[config.mk]
export PLATFORM = sky130hd
export DESIGN_NAME = apb_prio_intc
export DESIGN_NICKNAME = d
export VERILOG_FILES = /design/src/rtl/apb_prio_intc.sv
export SDC_FILE = /design/constraint.sdc
export NUM_CORES = 1
export LEC_CHECK = 0
export BUFFER_PORTS_ARGS = -buffer_cell sky130_fd_sc_hd__buf_4
export CELL_PAD_IN_SITES_DETAIL_PLACEMENT = 1
export CELL_PAD_IN_SITES_GLOBAL_PLACEMENT = 1
export CORE_AREA = 2 2 153 155
export DETAILED_ROUTE_END_ITERATION = 10
export DIE_AREA = 0 0 155 157
export PLACE_DENSITY = 0.82
export SYNTH_ARGS = -nofsm -noshare
export SYNTH_HDL_FRONTEND = slang
export SYNTH_SLANG_ARGS = --single-unit
[constraint.sdc]
create_clock -name pclk_i -period 57.4 [get_ports pclk_i]
set_clock_uncertainty 0.05 [all_clocks]
set_input_delay 2.87 -clock pclk_i [delete_from_list [all_inputs] [get_ports pclk_i]]
set_output_delay 2.87 -clock pclk_i [all_outputs]
set_load 0.05 [all_outputs]
[src/rtl/apb_prio_intc.sv]
// ---------------------------------------------------------------------------
// apb_prio_intc
//   APB-programmable priority interrupt controller. Up to 32 peripheral lines
//   are captured into a pending register (edge or level per source), qualified
//   by per-source enable, per-source priority and a global threshold, and the
//   highest-priority eligible source is presented to the processor until it
//   signals service complete.
//
// Parameters
//   NUM_INTR : number of interrupt sources (2..32)
//   PRIO_W   : priority field width; priority 0 is never serviced
//   ID_W     : width of the source index, 2**ID_W >= NUM_INTR
//
// Ports
//   pclk_i            : clock, rising edge
//   prst_i            : asynchronous active-high reset
//   psel_i/penable_i  : APB select / access phase
//   pwrite_i          : 1 = write, 0 = read
//   paddr_i[7:0]      : register word index
//   pwdata_i[31:0]    : write data
//   prdata_o[31:0]    : read data, valid in access phase, 0 otherwise
//   pready_o          : transfer complete (zero wait states)
//   pslverr_o         : access to an unmapped address
//   intr_active_i     : peripheral interrupt lines (synchronous to pclk_i)
//   intr_to_service_o : index of the presented source
//   intr_prio_o       : priority of the presented source
//   intr_valid_o      : a source is presented
//   intr_serviced_i   : one-cycle pulse, presented source is complete
//
// Register map (word index)
//   0..NUM_INTR-1 : PRIO[i]   [PRIO_W-1:0]
//   NUM_INTR      : ENABLE    [NUM_INTR-1:0]
//   NUM_INTR+1    : MODE      [NUM_INTR-1:0]  1 = edge, 0 = level
//   NUM_INTR+2    : PENDING   [NUM_INTR-1:0]  write-1-to-clear
//   NUM_INTR+3    : THRESH    [PRIO_W-1:0]
// ---------------------------------------------------------------------------
module apb_prio_intc #(
  parameter int unsigned NUM_INTR = 16,
  parameter int unsigned PRIO_W   = 4,
  parameter int unsigned ID_W     = 5
) (
  input  logic                pclk_i,
  input  logic                prst_i,
  input  logic                psel_i,
  input  logic                penable_i,
  input  logic                pwrite_i,
  input  logic [7:0]          paddr_i,
  input  logic [31:0]         pwdata_i,
  output logic [31:0]         prdata_o,
  output logic                pready_o,
  output logic                pslverr_o,
  input  logic [NUM_INTR-1:0] intr_active_i,
  output logic [ID_W-1:0]     intr_to_service_o,
  output logic [PRIO_W-1:0]   intr_prio_o,
  output logic                intr_valid_o,
  input  logic                intr_serviced_i
);

  localparam logic [7:0] A_ENABLE = 8'(NUM_INTR);
  localparam logic [7:0] A_MODE   = 8'(NUM_INTR + 1);
  localparam logic [7:0] A_PEND   = 8'(NUM_INTR + 2);
  localparam logic [7:0] A_THRESH = 8'(NUM_INTR + 3);

  typedef enum logic [1:0] {
    S_IDLE,
    S_SERVE,
    S_GAP
  } state_t;

  // Programmable registers
  logic [PRIO_W-1:0]   r_prio [NUM_INTR];
  logic [NUM_INTR-1:0] r_enable;
  logic [NUM_INTR-1:0] r_mode;
  logic [NUM_INTR-1:0] r_pending;
  logic [PRIO_W-1:0]   r_thresh;
  logic [NUM_INTR-1:0] r_hist;

  // Presentation state
  state_t              r_state;
  logic                r_valid;
  logic [ID_W-1:0]     r_svc_id;
  logic [PRIO_W-1:0]   r_svc_prio;

  // APB decode
  logic                w_access;
  logic                w_bad;
  logic                w_wr;

  // Pending / arbitration
  logic [NUM_INTR-1:0] w_w1c;
  logic [NUM_INTR-1:0] w_rise;
  logic [NUM_INTR-1:0] w_svc_clr;
  logic [NUM_INTR-1:0] w_pend_nxt;
  logic [NUM_INTR-1:0] w_elig;
  logic                w_svc_done;
  logic                w_win_any;
  logic [ID_W-1:0]     w_win_id;
  logic [PRIO_W-1:0]   w_win_prio;

  // Upper write-data bits beyond the register widths carry no state.
  logic                w_unused;
  assign w_unused = ^pwdata_i;

  // -------------------------------------------------------------------------
  // APB access decode
  // -------------------------------------------------------------------------
  assign w_access  = psel_i & penable_i;
  assign w_bad     = (paddr_i > A_THRESH);
  assign w_wr      = w_access & pwrite_i & ~w_bad;
  assign pready_o  = w_access;
  assign pslverr_o = w_access & w_bad;

  always_comb begin
    prdata_o = '0;
    if (w_access && !w_bad) begin
      for (int unsigned i = 0; i < NUM_INTR; i++) begin
        if (paddr_i == 8'(i)) begin
          prdata_o[PRIO_W-1:0] = r_prio[i];
        end
      end
      if (paddr_i == A_ENABLE) prdata_o[NUM_INTR-1:0] = r_enable;
      if (paddr_i == A_MODE)   prdata_o[NUM_INTR-1:0] = r_mode;
      if (paddr_i == A_PEND)   prdata_o[NUM_INTR-1:0] = r_pending;
      if (paddr_i == A_THRESH) prdata_o[PRIO_W-1:0]   = r_thresh;
    end
  end

  // -------------------------------------------------------------------------
  // Pending capture
  //   Edge sources: a rising edge sets the bit and wins over both the
  //   write-1-to-clear and the service-complete clear in the same cycle.
  //   Level sources simply follow the line.
  // -------------------------------------------------------------------------
  assign w_svc_done = (r_state == S_SERVE) & intr_serviced_i;

  always_comb begin
    w_w1c = '0;
    if (w_wr && (paddr_i == A_PEND)) begin
      w_w1c = pwdata_i[NUM_INTR-1:0];
    end
    w_rise    = intr_active_i & ~r_hist;
    w_svc_clr = '0;
    for (int unsigned i = 0; i < NUM_INTR; i++) begin
      if (w_svc_done && (r_svc_id == ID_W'(i))) begin
        w_svc_clr[i] = 1'b1;
      end
    end
    w_pend_nxt = (r_mode & (w_rise | (r_pending & ~(w_w1c | w_svc_clr))))
               | (~r_mode & intr_active_i);
  end

  // -------------------------------------------------------------------------
  // Eligibility and arbitration: highest priority wins; scanning upward and
  // replacing only on a strictly higher priority keeps the lowest index on
  // ties.
  // -------------------------------------------------------------------------
  always_comb begin
    w_elig = '0;
    for (int unsigned i = 0; i < NUM_INTR; i++) begin
      w_elig[i] = r_pending[i] & r_enable[i] & (r_prio[i] > r_thresh)
                & ~(r_valid & (r_svc_id == ID_W'(i)));
    end
  end

  always_comb begin
    w_win_any  = 1'b0;
    w_win_id   = '0;
    w_win_prio = '0;
    for (int unsigned i = 0; i < NUM_INTR; i++) begin
      if (w_elig[i] && (!w_win_any || (r_prio[i] > w_win_prio))) begin
        w_win_any  = 1'b1;
        w_win_id   = ID_W'(i);
        w_win_prio = r_prio[i];
      end
    end
  end

  // -------------------------------------------------------------------------
  // Register file, pending bits and edge history
  // -------------------------------------------------------------------------
  always_ff @(posedge pclk_i or posedge prst_i) begin
    if (prst_i) begin
      for (int unsigned i = 0; i < NUM_INTR; i++) begin
        r_prio[i] <= '0;
      end
      r_enable  <= '0;
      r_mode    <= '0;
      r_pending <= '0;
      r_thresh  <= '0;
      r_hist    <= '0;
    end else begin
      r_hist    <= intr_active_i;
      r_pending <= w_pend_nxt;
      if (w_wr) begin
        for (int unsigned i = 0; i < NUM_INTR; i++) begin
          if (paddr_i == 8'(i)) begin
            r_prio[i] <= pwdata_i[PRIO_W-1:0];
          end
        end
        if (paddr_i == A_ENABLE) r_enable <= pwdata_i[NUM_INTR-1:0];
        if (paddr_i == A_MODE)   r_mode   <= pwdata_i[NUM_INTR-1:0];
        if (paddr_i == A_THRESH) r_thresh <= pwdata_i[PRIO_W-1:0];
      end
    end
  end

  // -------------------------------------------------------------------------
  // Presentation FSM: the presented source is latched and held without
  // preemption; S_GAP gives a level source one cycle to drop after service.
  // -------------------------------------------------------------------------
  always_ff @(posedge pclk_i or posedge prst_i) begin
    if (prst_i) begin
      r_state    <= S_IDLE;
      r_valid    <= 1'b0;
      r_svc_id   <= '0;
      r_svc_prio <= '0;
    end else begin
      case (r_state)
        S_IDLE: begin
          if (w_win_any) begin
            r_svc_id   <= w_win_id;
            r_svc_prio <= w_win_prio;
            r_valid    <= 1'b1;
            r_state    <= S_SERVE;
          end
        end
        S_SERVE: begin
          if (intr_serviced_i) begin
            r_svc_id   <= '0;
            r_svc_prio <= '0;
            r_valid    <= 1'b0;
            r_state    <= S_GAP;
          end
        end
        S_GAP: begin
          r_state <= S_IDLE;
        end
        default: begin
          r_state <= S_IDLE;
          r_valid <= 1'b0;
        end
      endcase
    end
  end

  assign intr_to_service_o = r_svc_id;
  assign intr_prio_o       = r_svc_prio;
  assign intr_valid_o      = r_valid;

endmodule

==> impl_results.md <==
* Sequential group share of total power at 44.2%
* Total power per unit cell area at approximately 18 nW/um2
* Floorplan die area at 24,340 um2
* Boundary pin count at 106
* Count of unique library cells instantiated by Yosys at 94
* Crit path max-delay cell type: sky130_fd_sc_hd__a21oi_1
* Instance count along the most critical hold path at 2
* Most instantiated flip-flop cell in the synthesis netlist: sky130_fd_sc_hd__dfrtp_1
* Post-route minimum period at 30.34 ns
* Share of final-layout standard cells stronger than drive strength 1 at 17.95%
* Post-route core utilization at a little under three fifths
* Synthesis-to-finish area growth at 11.73%
* Number of inserted diodes at 0
* Sum Neg Setup Slack at 0 ns
* Crit path kind: flip-flop to flip-flop
* Placer's final routability congestion estimate at 0.8944
* Count of input and output buffers at 72
* Worst slew pin tran at approximately 0.95 ns
* Endpoints failing hold at 0
* CTS tree: yes
* Power dissipated by switching net loads at ~0.000069 W
* Status: complete, no violations
* Sequential share of the synthesized area at about a third
* R2R cell count at 134
* Initial standard-cell utilization of the core at approximately half
* R2R Setup Slk at 27.06 ns
* Horizontal die dimension at 155 um
* Total CTS buffers at 17
* DRC marker count from the first detailed-route iteration at 803
* Global-route wire length before repair at about 64,000 um
* Resized Gates After CTS at 0
* Max-slew violation total from the final report at 0
* Net total in the final layout at between 1,000 and 1,500
* Synthesized area at between 10,000 and 15,000 um2
* Top-area cell type share of the netlist area at 31.53%
* Number of clock sinks at around 140
* # hold bufs at CTS at 0
* Number of nets with antenna violations after routing at 0
* Internal power at 0.0001653 W
* Setup repair after global routing missed its margin: false
* Number of iterations in the first detailed-routing pass at 5
* Largest net degree at the start of global routing at 76
* Core area at around 23,000 um2
* Max-cap violations at 0
* Worst reg2reg endpoint: intr_to_service_o[2]
* Count of unresolved DRC violations after routing at 0
* Number of global-route vias before repair at 11,230
* Share of flip-flops with an asynchronous set or reset after synthesis at 100.0%
* Largest vdd supply drop at slightly above 0.02 mV
* Count leader, synth: sky130_fd_sc_hd__dfrtp_1
* Post-synthesis register bit count at around 140
* Total wirelength of the detailed-routed design at slightly above 40,000 um
* Most common library cells after synthesis: sky130_fd_sc_hd__dfrtp_1 (143), sky130_fd_sc_hd__nand2_1 (125), sky130_fd_sc_hd__ha_1 (118)
* Gr busiest metal: met2
* Total global routing track utilization at 34.12%
* Most frequent cell on the critical path: sky130_fd_sc_hd__a21oi_1
* Detailed placer's ending HPWL at about 29,000 um
* Leading post-synthesis cells by cell area: sky130_fd_sc_hd__dfrtp_1 (32%), sky130_fd_sc_hd__ha_1 (13%), sky130_fd_sc_hd__mux2_2 (7.8%), sky130_fd_sc_hd__nand2_1 (4.1%), sky130_fd_sc_hd__nor2_1 (3.5%)
* Overall power of the completed layout at 0.0002341 W
* Die Ht at 157 um
* Hold Crit Start: intr_prio_o[0]
* M3 GR Usage at 4.983%
* Worst slew margin relative to its limit at 35.96%
* Count of yosys warnings during synthesis at 0
* Synthesized area per cell at 9.161 um2
* Number of cell rows at 55
* Leakage power at 6.154 nW
* Synthesized instance count at 1,239
* Final count of negative-setup-slack endpoints at 0
* Sum of overflow across all layers after global routing at 0
* RR Startpoint: r_thresh[2]
* Proportion of power drawn by the clock network at between 40% and 50%
* Routed vias/inst at 6.758
* Delay of the slowest cell on the worst path at 0.76 ns
* CTS max path bufs at 2
* Clock root buffer: sky130_fd_sc_hd__clkbuf_16
* Class of the worst hold path: flip-flop to flip-flop
* Number of enable flip-flop cells after synthesis at 0
* Worst-path clk slew at 0.07 ns
* Mean routed wirelength per cell at 25.48 um
* Worst endpoint required time at approximately 58 ns
* Met2 Use GR at a little under three fifths
* Max frequency at around 0.033 GHz
* Post-route fraction of the period consumed by the critical path at 52.86%
* Clock insertion delay at the later pin of the skew report at 0.44 ns
* Worst hold endpoint: intr_prio_o[0]
* Cell taking the most area after synthesis: sky130_fd_sc_hd__dfrtp_1
* GRT met1 Usage at 44.68%
* CTS H-tree lvls at 4
* Maximum fanout count along the critical path at 17
* Data arrival time of the critical path at 30.57 ns
* Startpoint Class: flip-flop
* Number of buffers added for setup after CTS at 0
* Switching power as a share of total power at just under 30%
* Combinational cell fraction of total power at 8.1%
* Worst Setup End Kind: flip-flop
* Total via count in the routed design at around 11,000
* Number of antenna violations at the first check in global routing at 0
per-stage QoR:
step / hold WS [ns] / setup WS (ns) / instances / instance area, um2
2_1_floorplan: 0.4437 / 33.34 / 1255 / 11410
3_3_place_gp: 0.4660 / 28.84 / 1568 / 12120
3_5_place_dp: 0.4751 / 27.75 / 1568 / 12120
4_1_cts: 0.4917 / 27.56 / 1600 / 12680
5_1_grt: 0.5099 / 24.86 / 1600 / 12680
6_report: 0.4882 / 27.06 / 1600 / 12680
worst max-delay path by stage:
stage           startpoint                   end  slack [ns]  depth (start not counted)
5_1_grt        r_thresh[2]  intr_to_service_o[2]       24.86                        137
2_1_floorplan  r_thresh[1]  intr_to_service_o[2]       33.34                        136
3_5_place_dp   r_thresh[2]  intr_to_service_o[3]       27.75                        134
6_report       r_thresh[2]  intr_to_service_o[2]       27.06                        134
3_3_place_gp   r_thresh[2]  intr_to_service_o[2]       28.84                        134
4_1_cts        r_thresh[2]  intr_to_service_o[3]       27.56                        134
registers in the layout, summed over array words and instances (netlist names):
register,cells
r_prio,64
r_enable,16
intr_to_service_o,4
r_state,2
r_hist,16
r_thresh,4
intr_prio_o,4
intr_valid_o,1
r_pending,16
r_mode,16
area by class of cell:
class                   count  area, um2
clock inverters            14      135.1
clock buffers              18      429.2
repair buffers             82      615.6
fillers                  2589       9821
multi-input cells         988       7300
flip-flops and latches    143       3578
well taps                 285      356.6
inverters                  70      267.8
critical path: cells and delay by family (launching register included):
family          cells  cell delay [ns]
compound gates     71            16.31
fa+ha+maj          17             4.95
simple gates       30             4.82
buf+inv            12             2.20
mux                 4             1.48
flops               1             0.39
cells by family (layout without fill, tap and decap cells):
kind of cell	count (synthesis)	count (layout)	synth area share [%]
and+or+nand+nor	361	361	14.86
other	1	17	0.03304
buffers and inverters	124	184	4.740
AOI/OAI and AO/OA	392	392	25.02
adders and majority gates	119	119	13.10
muxes	99	99	10.73
DFF	143	143	31.53
cells in the final DEF, fill, tap and decap left out, drive strengths merged, types with 6 or more instances in the layout:
| master | synthesis | final |
|---|---|---|
| ha | 118 | 118 |
| mux4 | 9 | 9 |
| o221ai | 14 | 14 |
| o21a | 26 | 26 |
| a21oi | 74 | 74 |
| nor2b | 22 | 22 |
| a221oi | 20 | 20 |
| and3 | 7 | 7 |
| o211ai | 14 | 14 |
| nor2 | 106 | 106 |
| a41oi | 14 | 14 |
| nand3 | 22 | 22 |
| o31ai | 6 | 6 |
| a22oi | 7 | 7 |
| nand2b | 17 | 17 |
| mux2i | 8 | 8 |
| mux2 | 82 | 82 |
| dfrtp | 143 | 143 |
| a211oi | 21 | 21 |
| a31oi | 11 | 11 |
| conb | 1 | 17 |
| o21ai | 77 | 77 |
| inv | 69 | 80 |
| clkbuf | 31 | 18 |
| nor3 | 17 | 17 |
| o2111ai | 8 | 8 |
| a311oi | 8 | 8 |
| nand4 | 13 | 13 |
| nand2 | 125 | 125 |
| and2 | 9 | 9 |
| a21o | 32 | 32 |
| buf | 23 | 82 |
routing by layer:
layer | vias up | share of wire (%)
met1 | 5430 | 42
met3 | 120 | 6.9
met4 | 0 | 3.7
li1 | 4775 | -
met2 | 487 | 47
met5 | - | 0
power by group through the flow:
stage / Sequential [W] / Clock [W] / Combinational, W
final: 0.000104 / 0.000112 / 0.0000190
after global routing: 0.000104 / 0.000116 / 0.0000201
after CTS: 0.000103 / 0.000112 / 0.0000188
after detailed placement: 0.000105 / 0 / 0.0000186
after global placement: 0.000105 / 0 / 0.0000182
after floorplan: 0.000106 / 0 / 0.0000111
Power figures use the tool's default switching activity.
